`src/rtl/bcd_pkg.sv`:
```
// bcd_pkg: shared constants and helper functions for the BCD counter slice.
//   BCD_W          - width of one BCD digit
//   BCD_MAX        - largest legal digit value
//   bcd_to_onehot  - decimal one-hot decode of a single digit
//   bcd_is_valid   - true when a nibble holds a legal BCD digit
package bcd_pkg;

    localparam int       BCD_W   = 4;
    localparam logic [3:0] BCD_MAX = 4'd9;

    function automatic logic [9:0] bcd_to_onehot(input logic [3:0] nib);
        logic [9:0] oh;
        case (nib)
            4'd0:    oh = 10'b00_0000_0001;
            4'd1:    oh = 10'b00_0000_0010;
            4'd2:    oh = 10'b00_0000_0100;
            4'd3:    oh = 10'b00_0000_1000;
            4'd4:    oh = 10'b00_0001_0000;
            4'd5:    oh = 10'b00_0010_0000;
            4'd6:    oh = 10'b00_0100_0000;
            4'd7:    oh = 10'b00_1000_0000;
            4'd8:    oh = 10'b01_0000_0000;
            4'd9:    oh = 10'b10_0000_0000;
            // Unreachable for the counter register; an illegal code decodes to no digit.
            default: oh = 10'b00_0000_0000;
        endcase
        return oh;
    endfunction

    function automatic logic bcd_is_valid(input logic [3:0] nib);
        return (nib <= BCD_MAX);
    endfunction

endpackage

```
`src/rtl/bcd_digit.sv`:
```
// bcd_digit: one decimal digit of the up/down counter.
//   clk, rst  - clock and synchronous active-high reset
//   load      - load request, already qualified as valid by the top level
//   load_nib  - value to load
//   step_in   - count request for this digit (enable or ripple from below)
//   up        - direction, 1 = up
//   nib       - registered digit value, always 0..9
//   step_out  - ripple to the next digit: this digit wraps on this step
module bcd_digit
    import bcd_pkg::*;
(
    input  logic             clk,
    input  logic             rst,
    input  logic             load,
    input  logic [BCD_W-1:0] load_nib,
    input  logic             step_in,
    input  logic             up,
    output logic [BCD_W-1:0] nib,
    output logic             step_out
);

    logic [BCD_W-1:0] nib_r;
    logic [BCD_W-1:0] nib_next_s;
    logic             wrap_s;

    // Next value of the digit when it is stepped, with decimal wrap.
    always_comb begin
        nib_next_s = nib_r;
        wrap_s     = 1'b0;
        if (up) begin
            if (nib_r == BCD_MAX) begin
                nib_next_s = 4'd0;
                wrap_s     = 1'b1;
            end else begin
                nib_next_s = nib_r + 4'd1;
                wrap_s     = 1'b0;
            end
        end else begin
            if (nib_r == 4'd0) begin
                nib_next_s = BCD_MAX;
                wrap_s     = 1'b1;
            end else begin
                nib_next_s = nib_r - 4'd1;
                wrap_s     = 1'b0;
            end
        end
    end

    // Digit register: reset, load, step or hold.
    always_ff @(posedge clk) begin
        if (rst) begin
            nib_r <= 4'd0;
        end else if (load) begin
            nib_r <= load_nib;
        end else if (step_in) begin
            nib_r <= nib_next_s;
        end else begin
            nib_r <= nib_r;
        end
    end

    assign nib      = nib_r;
    assign step_out = step_in & wrap_s;

endmodule

```
`src/rtl/bcd_dec_counter.sv`:
```
// bcd_dec_counter: DIGITS-digit synchronous BCD up/down counter with
// per-digit one-hot decimal decode.
//   clk, rst    - clock and synchronous active-high reset
//   en, up      - count enable and direction (1 = up)
//   load        - parallel load of load_val; rejected if any nibble > 9
//   load_val    - load value, digit d in nibble d
//   bcd         - registered count
//   dec_onehot  - bit 10*d+v set when digit d equals v
//   carry       - one-cycle pulse with the wrapped value (all-0s up / all-9s down)
//   load_err    - one-cycle pulse after a rejected load
module bcd_dec_counter
    import bcd_pkg::*;
#(
    parameter int DIGITS = 2
) (
    input  logic                    clk,
    input  logic                    rst,
    input  logic                    en,
    input  logic                    up,
    input  logic                    load,
    input  logic [4*DIGITS-1:0]     load_val,
    output logic [4*DIGITS-1:0]     bcd,
    output logic [10*DIGITS-1:0]    dec_onehot,
    output logic                    carry,
    output logic                    load_err
);

    logic [DIGITS:0] step_s;
    logic            all_valid_s;
    logic            load_ok_s;
    logic            carry_r;
    logic            load_err_r;

    // Load is accepted only when every nibble is a legal digit.
    always_comb begin
        all_valid_s = 1'b1;
        for (int d = 0; d < DIGITS; d++) begin
            if (!bcd_is_valid(load_val[4*d +: 4])) begin
                all_valid_s = 1'b0;
            end else begin
                all_valid_s = all_valid_s;
            end
        end
    end

    assign load_ok_s = load & all_valid_s;
    // A load request (good or bad) blocks counting in the same cycle.
    assign step_s[0] = en & ~load;

    genvar gd;
    generate
        for (gd = 0; gd < DIGITS; gd++) begin : g_digit
            bcd_digit u_digit (
                .clk      (clk),
                .rst      (rst),
                .load     (load_ok_s),
                .load_nib (load_val[4*gd +: 4]),
                .step_in  (step_s[gd]),
                .up       (up),
                .nib      (bcd[4*gd +: 4]),
                .step_out (step_s[gd+1])
            );
            assign dec_onehot[10*gd +: 10] = bcd_to_onehot(bcd[4*gd +: 4]);
        end
    endgenerate

    // Status pulses: ripple out of the top digit means the whole count wrapped.
    always_ff @(posedge clk) begin
        if (rst) begin
            carry_r    <= 1'b0;
            load_err_r <= 1'b0;
        end else begin
            carry_r    <= step_s[DIGITS];
            load_err_r <= load & ~all_valid_s;
        end
    end

    assign carry    = carry_r;
    assign load_err = load_err_r;

endmodule

```
`config.mk`:
```
export PLATFORM = sky130hd
export DESIGN_NAME = bcd_dec_counter
export DESIGN_NICKNAME = d
export VERILOG_FILES = /design/src/rtl/bcd_pkg.sv /design/src/rtl/bcd_digit.sv /design/src/rtl/bcd_dec_counter.sv
export SDC_FILE = /design/constraint.sdc
export NUM_CORES = 1
export LEC_CHECK = 0
export CORE_MARGIN = 3
export CORE_UTILIZATION = 47
export CTS_CLUSTER_DIAMETER = 60
export CTS_CLUSTER_SIZE = 16
export DETAILED_ROUTE_END_ITERATION = 12
export GPL_TIMING_DRIVEN = 0
export PLACE_DENSITY = 0.79
export SYNTH_ARGS = -nofsm -noshare
export SYNTH_HDL_FRONTEND = slang
export SYNTH_SLANG_ARGS = --single-unit
```
`constraint.sdc`:
```
create_clock -name clk -period 3.25 [get_ports clk]
set_clock_uncertainty 0.05 [all_clocks]
set_input_delay 0.65 -clock clk [delete_from_list [all_inputs] [get_ports clk]]
set_output_delay 0.65 -clock clk [all_outputs]
set_load 0.1 [all_outputs]
```
==> results of run 1 <==
## power by group
group | internal (mW) | leakage [nW] | switching [mW] | total, mW
clock network | 0.105 | 0.0353 | 0.124 | 0.228
logic | 0.111 | 0.479 | 0.265 | 0.376
registers | 0.390 | 0.245 | 0.0175 | 0.407
total | 0.605 | 0.759 | 0.406 | 1.01
## layer usage
metal | track usage | routed length (um) | vias to the layer above
met4 | 0.0882 | 61 | 0
met2 | 0.308 | 1760 | 50
met3 | 0.0396 | 157 | 8
met1 | 0.239 | 1710 | 675
li1 | - | - | 711
met5 | 0 | 0 | -
## layout by cell type, fill, tap and decap left out, types with 2 or more instances in the layout
cell type / instances
sky130_fd_sc_hd__o21bai_1: 2
sky130_fd_sc_hd__nor3_1: 8
sky130_fd_sc_hd__ha_1: 6
sky130_fd_sc_hd__a221o_1: 2
sky130_fd_sc_hd__o21ai_0: 4
sky130_fd_sc_hd__clkdlybuf4s50_1: 41
sky130_fd_sc_hd__inv_1: 10
sky130_fd_sc_hd__nand4_1: 2
sky130_fd_sc_hd__a21boi_0: 2
sky130_fd_sc_hd__nor4_1: 3
sky130_fd_sc_hd__dfxtp_1: 30
sky130_fd_sc_hd__a22oi_1: 3
sky130_fd_sc_hd__nand2b_1: 2
sky130_fd_sc_hd__clkbuf_1: 5
sky130_fd_sc_hd__nand3b_1: 3
sky130_fd_sc_hd__clkbuf_4: 5
sky130_fd_sc_hd__mux2_2: 2
sky130_fd_sc_hd__a22o_1: 2
sky130_fd_sc_hd__or2_1: 2
sky130_fd_sc_hd__a41oi_1: 2
sky130_fd_sc_hd__nor2_1: 13
sky130_fd_sc_hd__and3_1: 2
sky130_fd_sc_hd__nand3_1: 5
sky130_fd_sc_hd__nor3b_1: 2
sky130_fd_sc_hd__nand2_1: 9
sky130_fd_sc_hd__or2_2: 2
sky130_fd_sc_hd__a31oi_1: 3
sky130_fd_sc_hd__a21oi_1: 9
## registers in the layout, summed over array words and instances (netlist names)
signal and flops:
carry 1, load_err 1, dec_onehot 20, g_digit.u_digit.nib 8
## tightest hold or removal path: cells and delay by family, from the launching register on
family / cells / cell delay [ns]
buffers and inverters: 1 / 0.14
DFF: 1 / 0.37
AOI/OAI and AO/OA: 1 / 0.13
## final cells by class
class / count / share of cell area
Multi-Input combinational cell: 118 / 0.414
Sequential cell: 30 / 0.294
Timing Repair Buffer: 41 / 0.201
Clock buffer: 7 / 0.0269
Tap cell: 44 / 0.0269
Inverter: 10 / 0.0183
Buffer: 7 / 0.0171
Clock inverter: 1 / 0.00245
## metrics by stage
stage,hold slack (ns),instance area [sq um],utilization,std cells,total power [mW]
2_1_floorplan,0.767,1520,-,165,0.700
3_3_place_gp,0.606,1990,0.645,250,0.782
3_5_place_dp,0.616,1990,0.645,250,0.788
4_1_cts,0.635,2050,0.665,258,1.01
5_1_grt,0.691,2050,0.665,258,1.05
6_report,0.642,2050,0.665,258,1.01
## kinds of logic after synthesis
| logic type | after synthesis | synth area share |
|---|---|---|
| flops | 30 | 0.395 |
| simple gates | 66 | 0.258 |
| xor+xnor | 1 | 0.00576 |
| fa+ha+maj | 6 | 0.0494 |
| mux | 2 | 0.0148 |
| buf+inv | 17 | 0.0477 |
| compound gates | 43 | 0.230 |
## path summary, 6_finish.rpt
check                                            endpoint  cells after the start                      start  slack (ns)
worst min-delay path            g_digit[1].u_digit.nib[0]                      2  g_digit[1].u_digit.nib[0]        0.64
worst max-delay path                               bcd[0]                      1  g_digit[0].u_digit.nib[0]        0.45
worst min register to register  g_digit[1].u_digit.nib[0]                      2  g_digit[1].u_digit.nib[0]        0.64
worst max register to register             dec_onehot[16]                      8  g_digit[0].u_digit.nib[0]        0.60
==> results.toml, run 1 <==
[final_layout]
n_fill_cell = 264
design.final.nets = 232
antenna_cells = 0
final_layout_size_suffix_gt1_frac = 0.117
total_area_of_multi_input_combinational_cells_sq_um = 847
area.sequential_sq_um = 601
syn_to_final_growth_pct = 34.6

[synth]
post-synth-top-count-cell = "sky130_fd_sc_hd__dfxtp_1"
synth_area_leaders = "sky130_fd_sc_hd__dfxtp_1 (40%), sky130_fd_sc_hd__ha_1 (4.9%), sky130_fd_sc_hd__nor2_1 (3.2%)"
ys_seq_elements = 30
yosys-top-cells-count = "sky130_fd_sc_hd__dfxtp_1 (30), sky130_fd_sc_hd__nor2_1 (13), sky130_fd_sc_hd__inv_1 (10), sky130_fd_sc_hd__a21oi_1 (9), sky130_fd_sc_hd__nand2_1 (9)"
synth.yosys.seq_area_share = 0.395
synth_warnings = 0
syn-num-nets = 184
ys.flop_type = "sky130_fd_sc_hd__dfxtp_1"
post-synth-top-area-cell = "sky130_fd_sc_hd__dfxtp_1"
synthDominantCellAreaShare = 0.395
syn_inst = 165
mappedNetlistArea_sq_um = 1520
synth_cell_type_count = 57
asyncSetResetFlopFracSynth = 0
synth_enable_flop_cells = 0
postSynthAreaPerCell_sq_um = 9.21

[placed_design]
hpwl_um = 2740
dpl_ws_ns = 0.314
numPortBuffers = 41
gp_congestion = 0.905

[floorplan]
initial_core_util = 0.494
design.core.area_sq_um = 3080
row_count = 20
io-pin-count = 43
die_area_sq_um = 3950
die_height_um = 62.9
dieWidth_um = 62.9

[pwr]
ir_worst_vdd_mv = 0.214
powerDensity_nw_per_um2 = 495
power.static_leakage_nw = 0.759

[setup_path]
crit_family = "buffers and inverters"
startpoint_type = "register"
worst_setup_path_end_kind = "output pin"
timing.critical_path.arrival_ns = 2.10
worst_path_max_delay_cell = "sky130_fd_sc_hd__clkdlybuf4s50_1"
classification_of_the_worst_setup_path = "register to output pin"
critical_path_peak_fanout = 9
worst_ep_required_time_ns = 2.55
critical_path.max_stage_delay_ns = 1.22
critical_path_buf_inv_count = 1
path_cells = "clkdlybuf4s50_1"

[global_routing]
first_global_vias = 1309
grt_antenna_before_repair = 0
grt.overflow.total = 0
globalRouteTotalUtil = 0.190
pin_count_of_the_biggest_net_entering_global_routing = 11
grt_first_pass_wirelength_um = 5990

[sta]
slew-limit-headroom = 0.331
setup_slack_ns = 0.453
setup-violations-final = 0
fmaxAchievable_mhz = 358
min_period_ns = 2.80
max_slew.worst_pin.slew_ns = 1.00
grt_setup_unrepaired = "no"
tns_ns = 0
finalHoldViolations = 0
fin_crit_sh = 0.861
slew_viol_final = 0

[clocking]
cts_made_buffers = 5
ctsLongestPathBuffers = 2
clk_latency_ns = 0.33
clockRootBuffer = "sky130_fd_sc_hd__clkbuf_4"
cts_hold_buffers = 0
cts_tree = "yes"
cts_repair_resize_count = 0
path_clk_slew_ns = 0.10
cts.sinks = 30
post_cts_buffers = 0
cts_max_level = 2

[route]
drc = 0
antenna_violating_nets_post_route = 0
totalWireLength_um = 3690
drt-pass1-iter-count = 4
via_count = 1444
routed_wire_length_per_instance_um = 14.3
vias_per_cell = 5.60
drt-initial-drc-count = 55

[outcome]
run_status = "completed"

[flow_run]
drv_cap = 0

[worst_hold_path]
timing.hold.worst.class = "register to register"
Power figures use the tool's default switching activity.
==> run 2: changes to the inputs <==
--- a/config.mk
+++ b/config.mk
@@ -6,12 +6,12 @@
 export NUM_CORES = 1
 export LEC_CHECK = 0
 export CORE_MARGIN = 3
-export CORE_UTILIZATION = 47
+export CORE_UTILIZATION = 42
 export CTS_CLUSTER_DIAMETER = 60
 export CTS_CLUSTER_SIZE = 16
 export DETAILED_ROUTE_END_ITERATION = 12
 export GPL_TIMING_DRIVEN = 0
-export PLACE_DENSITY = 0.79
+export PLACE_DENSITY = 0.75
 export SYNTH_ARGS = -nofsm -noshare
 export SYNTH_HDL_FRONTEND = slang
 export SYNTH_SLANG_ARGS = --single-unit
==> constraint.sdc (replaced) <==
create_clock -name clk -period 2.5 [get_ports clk]
set_clock_uncertainty 0.05 [all_clocks]
set_input_delay 0.5 -clock clk [delete_from_list [all_inputs] [get_ports clk]]
set_output_delay 0.5 -clock clk [all_outputs]
set_load 0.1 [all_outputs]
==> run 2 against run 1 <==
Count of clock-buffer cells in the layout shrank 2. Sequential share of layout area decreased by 0.91 points. Critical endpoint is now bcd[3]. Routed wire length increased by 2.6%. Global-route usage fell by 0.91 points. Register-to-register slack worse by 0.48 ns. Sequential power rose by 30%. Sequential cell count unchanged. Setup slack worse by 0.38 ns. Worst hold slack lost 0.066 ns. First-iteration DRC count decreased by 7.3%. Via count fell by 1.6%. Critical path depth unchanged.
==> results.toml, run 2 (same netlist as run 1, synthesis figures left out) <==
[worst_hold_path]
timing.hold.worst.class = "primary input to register"
min_to = "carry"
timing.hold.worst_path_depth = 3
hp-start = "up"

[pwr]
total_power_of_the_final_layout_mw = 1.30
sw_frac_of_total = 0.408
power.clock.fraction = 0.193
power.combinational.fraction = 0.399
power.static_leakage_nw = 0.842
ir_worst_vdd_mv = 0.204
internal_power_mw = 0.769
seq_power_share = 0.408
switchingPower_mw = 0.530
powerDensity_nw_per_um2 = 606

[floorplan]
design.core.area_sq_um = 3420
initial_core_util = 0.445
dieWidth_um = 66.2
die_area_sq_um = 4380
row_count = 21
die_height_um = 66.2
io-pin-count = 43

[sta]
setup_slack_ns = 0.0735
fin_crit_sh = 0.971
slew_viol_final = 0
hold_slack_ns = 0.575
tns_ns = 0
fmaxAchievable_mhz = 412
max_slew.worst_pin.slew_ns = 0.972
setup-violations-final = 0
slew-limit-headroom = 0.350
min_period_ns = 2.43
finalHoldViolations = 0

[setup_path]
worst_ep_required_time_ns = 1.95
rr_worst_depth = 8
worst_setup_path_end_kind = "output pin"
r2r_slack_ns = 0.12
path_cells = "clkdlybuf4s50_1"
crit_family = "buffers and inverters"
timing.rr.start = "g_digit[0].u_digit.nib[0]"
critical_path.max_stage_delay_ns = 1.16
timing.critical_path.arrival_ns = 1.88
r2r-end = "dec_onehot[16]"
classification_of_the_worst_setup_path = "register to output pin"
critical_path_buf_inv_count = 1
startpoint_type = "register"
critical_path_peak_fanout = 4
start_point_of_the_critical_path = "g_digit[0].u_digit.nib[3]"
worst_path_max_delay_cell = "sky130_fd_sc_hd__clkdlybuf4s50_1"

[clocking]
cts.sinks = 30
cts_made_buffers = 5
ctsLongestPathBuffers = 2
cts_max_level = 2
cts_tree = "yes"
clk_latency_ns = 0.32
path_clk_slew_ns = 0.08
clockRootBuffer = "sky130_fd_sc_hd__clkbuf_4"

[route]
drt-initial-drc-count = 51
vias_per_cell = 5.40
via_count = 1421
antenna_violating_nets_post_route = 0
drc = 0
drt-pass1-iter-count = 4
totalWireLength_um = 3790
routed_wire_length_per_instance_um = 14.4

[final_layout]
syn_to_final_growth_pct = 40.9
layout.cells.most_common_list = "sky130_fd_sc_hd__clkdlybuf4s50_1 (36), sky130_fd_sc_hd__dfxtp_1 (25), sky130_fd_sc_hd__nor2_1 (13)"
final_layout_size_suffix_gt1_frac = 0.184
antenna_cells = 0
largest_reg_flops = 20
layout_commonest_cell = "sky130_fd_sc_hd__clkdlybuf4s50_1"
design.final.nets = 236

[placed_design]
gp_congestion = 0.900
dpl_ws_ns = -0.309
hpwl_um = 2830
numPortBuffers = 41

[global_routing]
grt_antenna_before_repair = 0
pin_count_of_the_biggest_net_entering_global_routing = 11
grt_first_pass_wirelength_um = 6100
grt.overflow.total = 0
globalRouteTotalUtil = 0.181
first_global_vias = 1359

[outcome]
run_status = "completed"

[flow_run]
drv_cap = 0
-- run 2: how the worst max path moves through the flow --
stage / end / cells past startpoint
after floorplan: dec_onehot[16] / 8
after global placement: dec_onehot[16] / 8
after detailed placement: dec_onehot[16] / 8
after CTS: bcd[0] / 1
after global routing: dec_onehot[16] / 8
final: bcd[3] / 1
-- run 2: cell type report --
class,instances,area [sq um]
fill,296,1270
multi-input combinational,118,908
sequential,30,609
timing repair buffer,45,445
tap,46,57.6
clock buffer,5,37.5
inverter,10,37.5
buffer,7,36.3
clock inverter,2,10.0
-- run 2: power groups by stage --
stage,Clock [mW],Combinational [mW],Sequential [mW]
finish,0.250,0.518,0.530
global route,0.282,0.548,0.534
global placement,0,0.483,0.540
detailed placement,0,0.488,0.541
CTS,0.259,0.491,0.530
floorplan,0,0.165,0.746
-- run 2: what timing repair did --
action / CTS / global route
setup endpoints to repair: 7 / 20
setup buffers: 1 / 3
hold endpoints to repair: 0 / 0
hold buffers: 0 / 0
resized for setup: 3 / 16
pin swaps: 2 / 4
-- run 2: metal layers --
layer / vias up / track usage / routed length [um] / share of wire
met5: - / 0 / 0 / 0
met4: 0 / 0.0609 / 44 / 0.012
met3: 6 / 0.0408 / 136 / 0.036
met2: 29 / 0.304 / 1860 / 0.49
met1: 675 / 0.225 / 1750 / 0.46
li1: 711 / - / - / -
-- run 2: worst reg2reg max path: cells and delay by family, from the launching register on --
kind / cells / cell delay (ns)
AOI/OAI and AO/OA: 2 / 0.73
adders and majority gates: 1 / 0.17
buffers and inverters: 1 / 0.11
DFF: 1 / 0.39
and+or+nand+nor: 4 / 0.85
-- run 2: stage by stage --
| stage | std cells | util | instance area [sq um] |
|---|---|---|---|
| floorplan | 165 | - | 1530 |
| global placement | 252 | 0.584 | 1990 |
| detailed placement | 252 | 0.584 | 1990 |
| CTS | 260 | 0.600 | 2050 |
| global route | 263 | 0.627 | 2140 |
| finish | 263 | 0.627 | 2140 |
==> run 3: changes to the inputs <==
--- a/config.mk
+++ b/config.mk
@@ -6,12 +6,13 @@
 export NUM_CORES = 1
 export LEC_CHECK = 0
 export CORE_MARGIN = 3
-export CORE_UTILIZATION = 42
+export CORE_UTILIZATION = 50
 export CTS_CLUSTER_DIAMETER = 60
 export CTS_CLUSTER_SIZE = 16
 export DETAILED_ROUTE_END_ITERATION = 12
+export DONT_BUFFER_PORTS = 1
 export GPL_TIMING_DRIVEN = 0
-export PLACE_DENSITY = 0.75
+export PLACE_DENSITY = 0.68
 export SYNTH_ARGS = -nofsm -noshare
 export SYNTH_HDL_FRONTEND = slang
 export SYNTH_SLANG_ARGS = --single-unit
==> constraint.sdc (replaced) <==
create_clock -name clk -period 2 [get_ports clk]
set_clock_uncertainty 0.05 [all_clocks]
set_input_delay 0.4 -clock clk [delete_from_list [all_inputs] [get_ports clk]]
set_output_delay 0.4 -clock clk [all_outputs]
set_load 0.1 [all_outputs]
==> run 3 against run 2 <==
The run now ends with negative setup slack left. Sequential cell count unchanged. Non-clock buffer count fell by 26. Register-to-register slack got worse by 0.51 ns. Global-route usage rose by 3.2 points. Total power rose by 29%. Die area is 15% lower. Cell count is 15% lower. Sequential power grew 76%. Core utilization rose by 7.3 points. Critical endpoint is now dec_onehot[14].
==> results.toml, run 3 (same netlist as run 1, synthesis figures left out) <==
[flow_run]
drv_cap = 0

[final_layout]
antenna_cells = 0
final_layout_size_suffix_gt1_frac = 0.401
layout.cells.most_common_list = "sky130_fd_sc_hd__dfxtp_1 (22), sky130_fd_sc_hd__buf_4 (14), sky130_fd_sc_hd__nor2_1 (12)"
syn_to_final_growth_pct = 30.3
fin_area_sq_um = 1980
design.final.nets = 210
final-instance-count-excl-fill = 223
layout_commonest_cell = "sky130_fd_sc_hd__dfxtp_1"
largest_reg_flops = 20

[setup_path]
worst_setup_path_end_kind = "register"
start_point_of_the_critical_path = "g_digit[0].u_digit.nib[0]"
timing.critical_path.arrival_ns = 2.58
critical_path_peak_fanout = 7
timing.rr.start = "g_digit[0].u_digit.nib[0]"
worst_ep_required_time_ns = 2.19
startpoint_type = "register"
classification_of_the_worst_setup_path = "register to register"

[sta]
slew_viol_final = 0
slew-limit-headroom = 0.342
setup-violations-final = 26
min_period_ns = 2.39
finalHoldViolations = 0
max_slew.worst_pin.slew_ns = 0.986
fin_crit_sh = 1.19
fmaxAchievable_mhz = 419
setup_slack_ns = -0.385
grt_setup_unrepaired = "yes"

[global_routing]
grt_antenna_before_repair = 0
global_route.peak_usage_layer = "met2"
first_global_vias = 1286
groute.layer.met1.usage = 0.249
met3_usage = 0.0860
pin_count_of_the_biggest_net_entering_global_routing = 11
grt_first_pass_wirelength_um = 5920
grt.overflow.total = 0
globalRouteTotalUtil = 0.213
use_met2 = 0.366

[clocking]
cts_hold_buffers = 0
clk_latency_ns = 0.32
cts_max_level = 2
ctsLongestPathBuffers = 2
cts_made_buffers = 5
path_clk_slew_ns = 0.10
cts_tree = "yes"
cts.sinks = 30
clockRootBuffer = "sky130_fd_sc_hd__clkbuf_4"

[floorplan]
initial_core_util = 0.537
row_count = 19
design.core.area_sq_um = 2830
die_area_sq_um = 3740
dieWidth_um = 61.1
io-pin-count = 43
die_height_um = 61.1

[pwr]
ir_worst_vdd_mv = 0.808
power.static_leakage_nw = 0.747
powerDensity_nw_per_um2 = 845

[route]
drt-pass1-iter-count = 4
drt-initial-drc-count = 68
via_count = 1373
totalWireLength_um = 3900
routed_wire_length_per_instance_um = 17.5
antenna_violating_nets_post_route = 0
drc = 0
vias_per_cell = 6.16

[worst_hold_path]
hp-start = "load"
timing.hold.worst.class = "primary input to register"

[placed_design]
numPortBuffers = 0
hpwl_um = 2690
dpl_ws_ns = -0.476
instance_area_at_placement_sq_um = 1640
dp_cells = 196
gp_congestion = 0.891

[outcome]
violations = "negative setup slack"
run_status = "complete, but fails checks"
run 3: cell count changes in the layout (fill, tap and decap cells not counted), moves of 3 or more:
| cell | previous run | this run |
|---|---|---|
| sky130_fd_sc_hd__clkdlybuf4s50_1 | 36 | 0 |
| sky130_fd_sc_hd__inv_1 | 9 | 6 |
| sky130_fd_sc_hd__inv_4 | 0 | 4 |
| sky130_fd_sc_hd__buf_4 | 4 | 14 |
| sky130_fd_sc_hd__dfxtp_1 | 25 | 22 |
| sky130_fd_sc_hd__dlymetal6s2s_1 | 3 | 0 |
| sky130_fd_sc_hd__nor4_2 | 0 | 3 |
| sky130_fd_sc_hd__buf_6 | 1 | 5 |
| sky130_fd_sc_hd__dfxtp_4 | 1 | 6 |
run 3: metal layers:
layer	wire length, um	vias to the layer above
met1	1530	659
met4	14	0
met5	0	-
met3	338	2
met2	2010	48
li1	-	664
run 3: worst paths after layout:
kind / cells past startpoint / slack [ns] / endpoint
worst min-delay path: 2 / 0.22 / load_err
worst min register to register: 3 / 0.83 / carry
worst max-delay path: 10 / -0.39 / dec_onehot[14]
worst max register to register: 10 / -0.39 / dec_onehot[14]
run 3: through the flow:
step	power, mW	utilization	setup TNS [ns]	hold WS [ns]
floorplan	1.16	-	-1.86	0.517
global placement	1.21	0.578	-5.80	0.538
detailed placement	1.21	0.578	-6.11	0.544
global route	1.75	0.700	-8.14	0.208
CTS	1.67	0.688	-5.03	0.206
finish	1.67	0.700	-5.38	0.222
run 3: layout make-up:
cell class	instances	area (sq um)
plain buffers	7	46.3
clock inverters	1	5.00
inverters	10	47.5
flip-flops and latches	30	626
multi-input cells	118	1010
well taps	31	38.8
repair buffers	19	154
clock buffers	7	55.1
fillers	233	848
run 3: critical path, cell delays in order (launching register included):
cell                       delay, ns
sky130_fd_sc_hd__dfxtp_4        0.48
sky130_fd_sc_hd__inv_4          0.11
sky130_fd_sc_hd__ha_4           0.13
sky130_fd_sc_hd__or3b_4         0.39
sky130_fd_sc_hd__a211oi_4       0.24
sky130_fd_sc_hd__buf_6          0.15
sky130_fd_sc_hd__nor2_4         0.05
sky130_fd_sc_hd__a221oi_4       0.31
sky130_fd_sc_hd__buf_6          0.17
sky130_fd_sc_hd__nand2_4        0.07
sky130_fd_sc_hd__nor3_2         0.15
run 3: report_power, final:
group | switching (mW) | total (mW) | internal (mW)
combinational | 0.190 | 0.374 | 0.185
sequential | 0.298 | 0.931 | 0.633
clock | 0.197 | 0.367 | 0.170
total | 0.685 | 1.67 | 0.988
run 3: repair_timing:
| action | 4_1_cts | 5_1_grt |
|---|---|---|
| setup endpoints to repair | 25 | 27 |
| pin swaps | 21 | 9 |
| resized for setup | 26 | 5 |
| setup buffers | 17 | 5 |
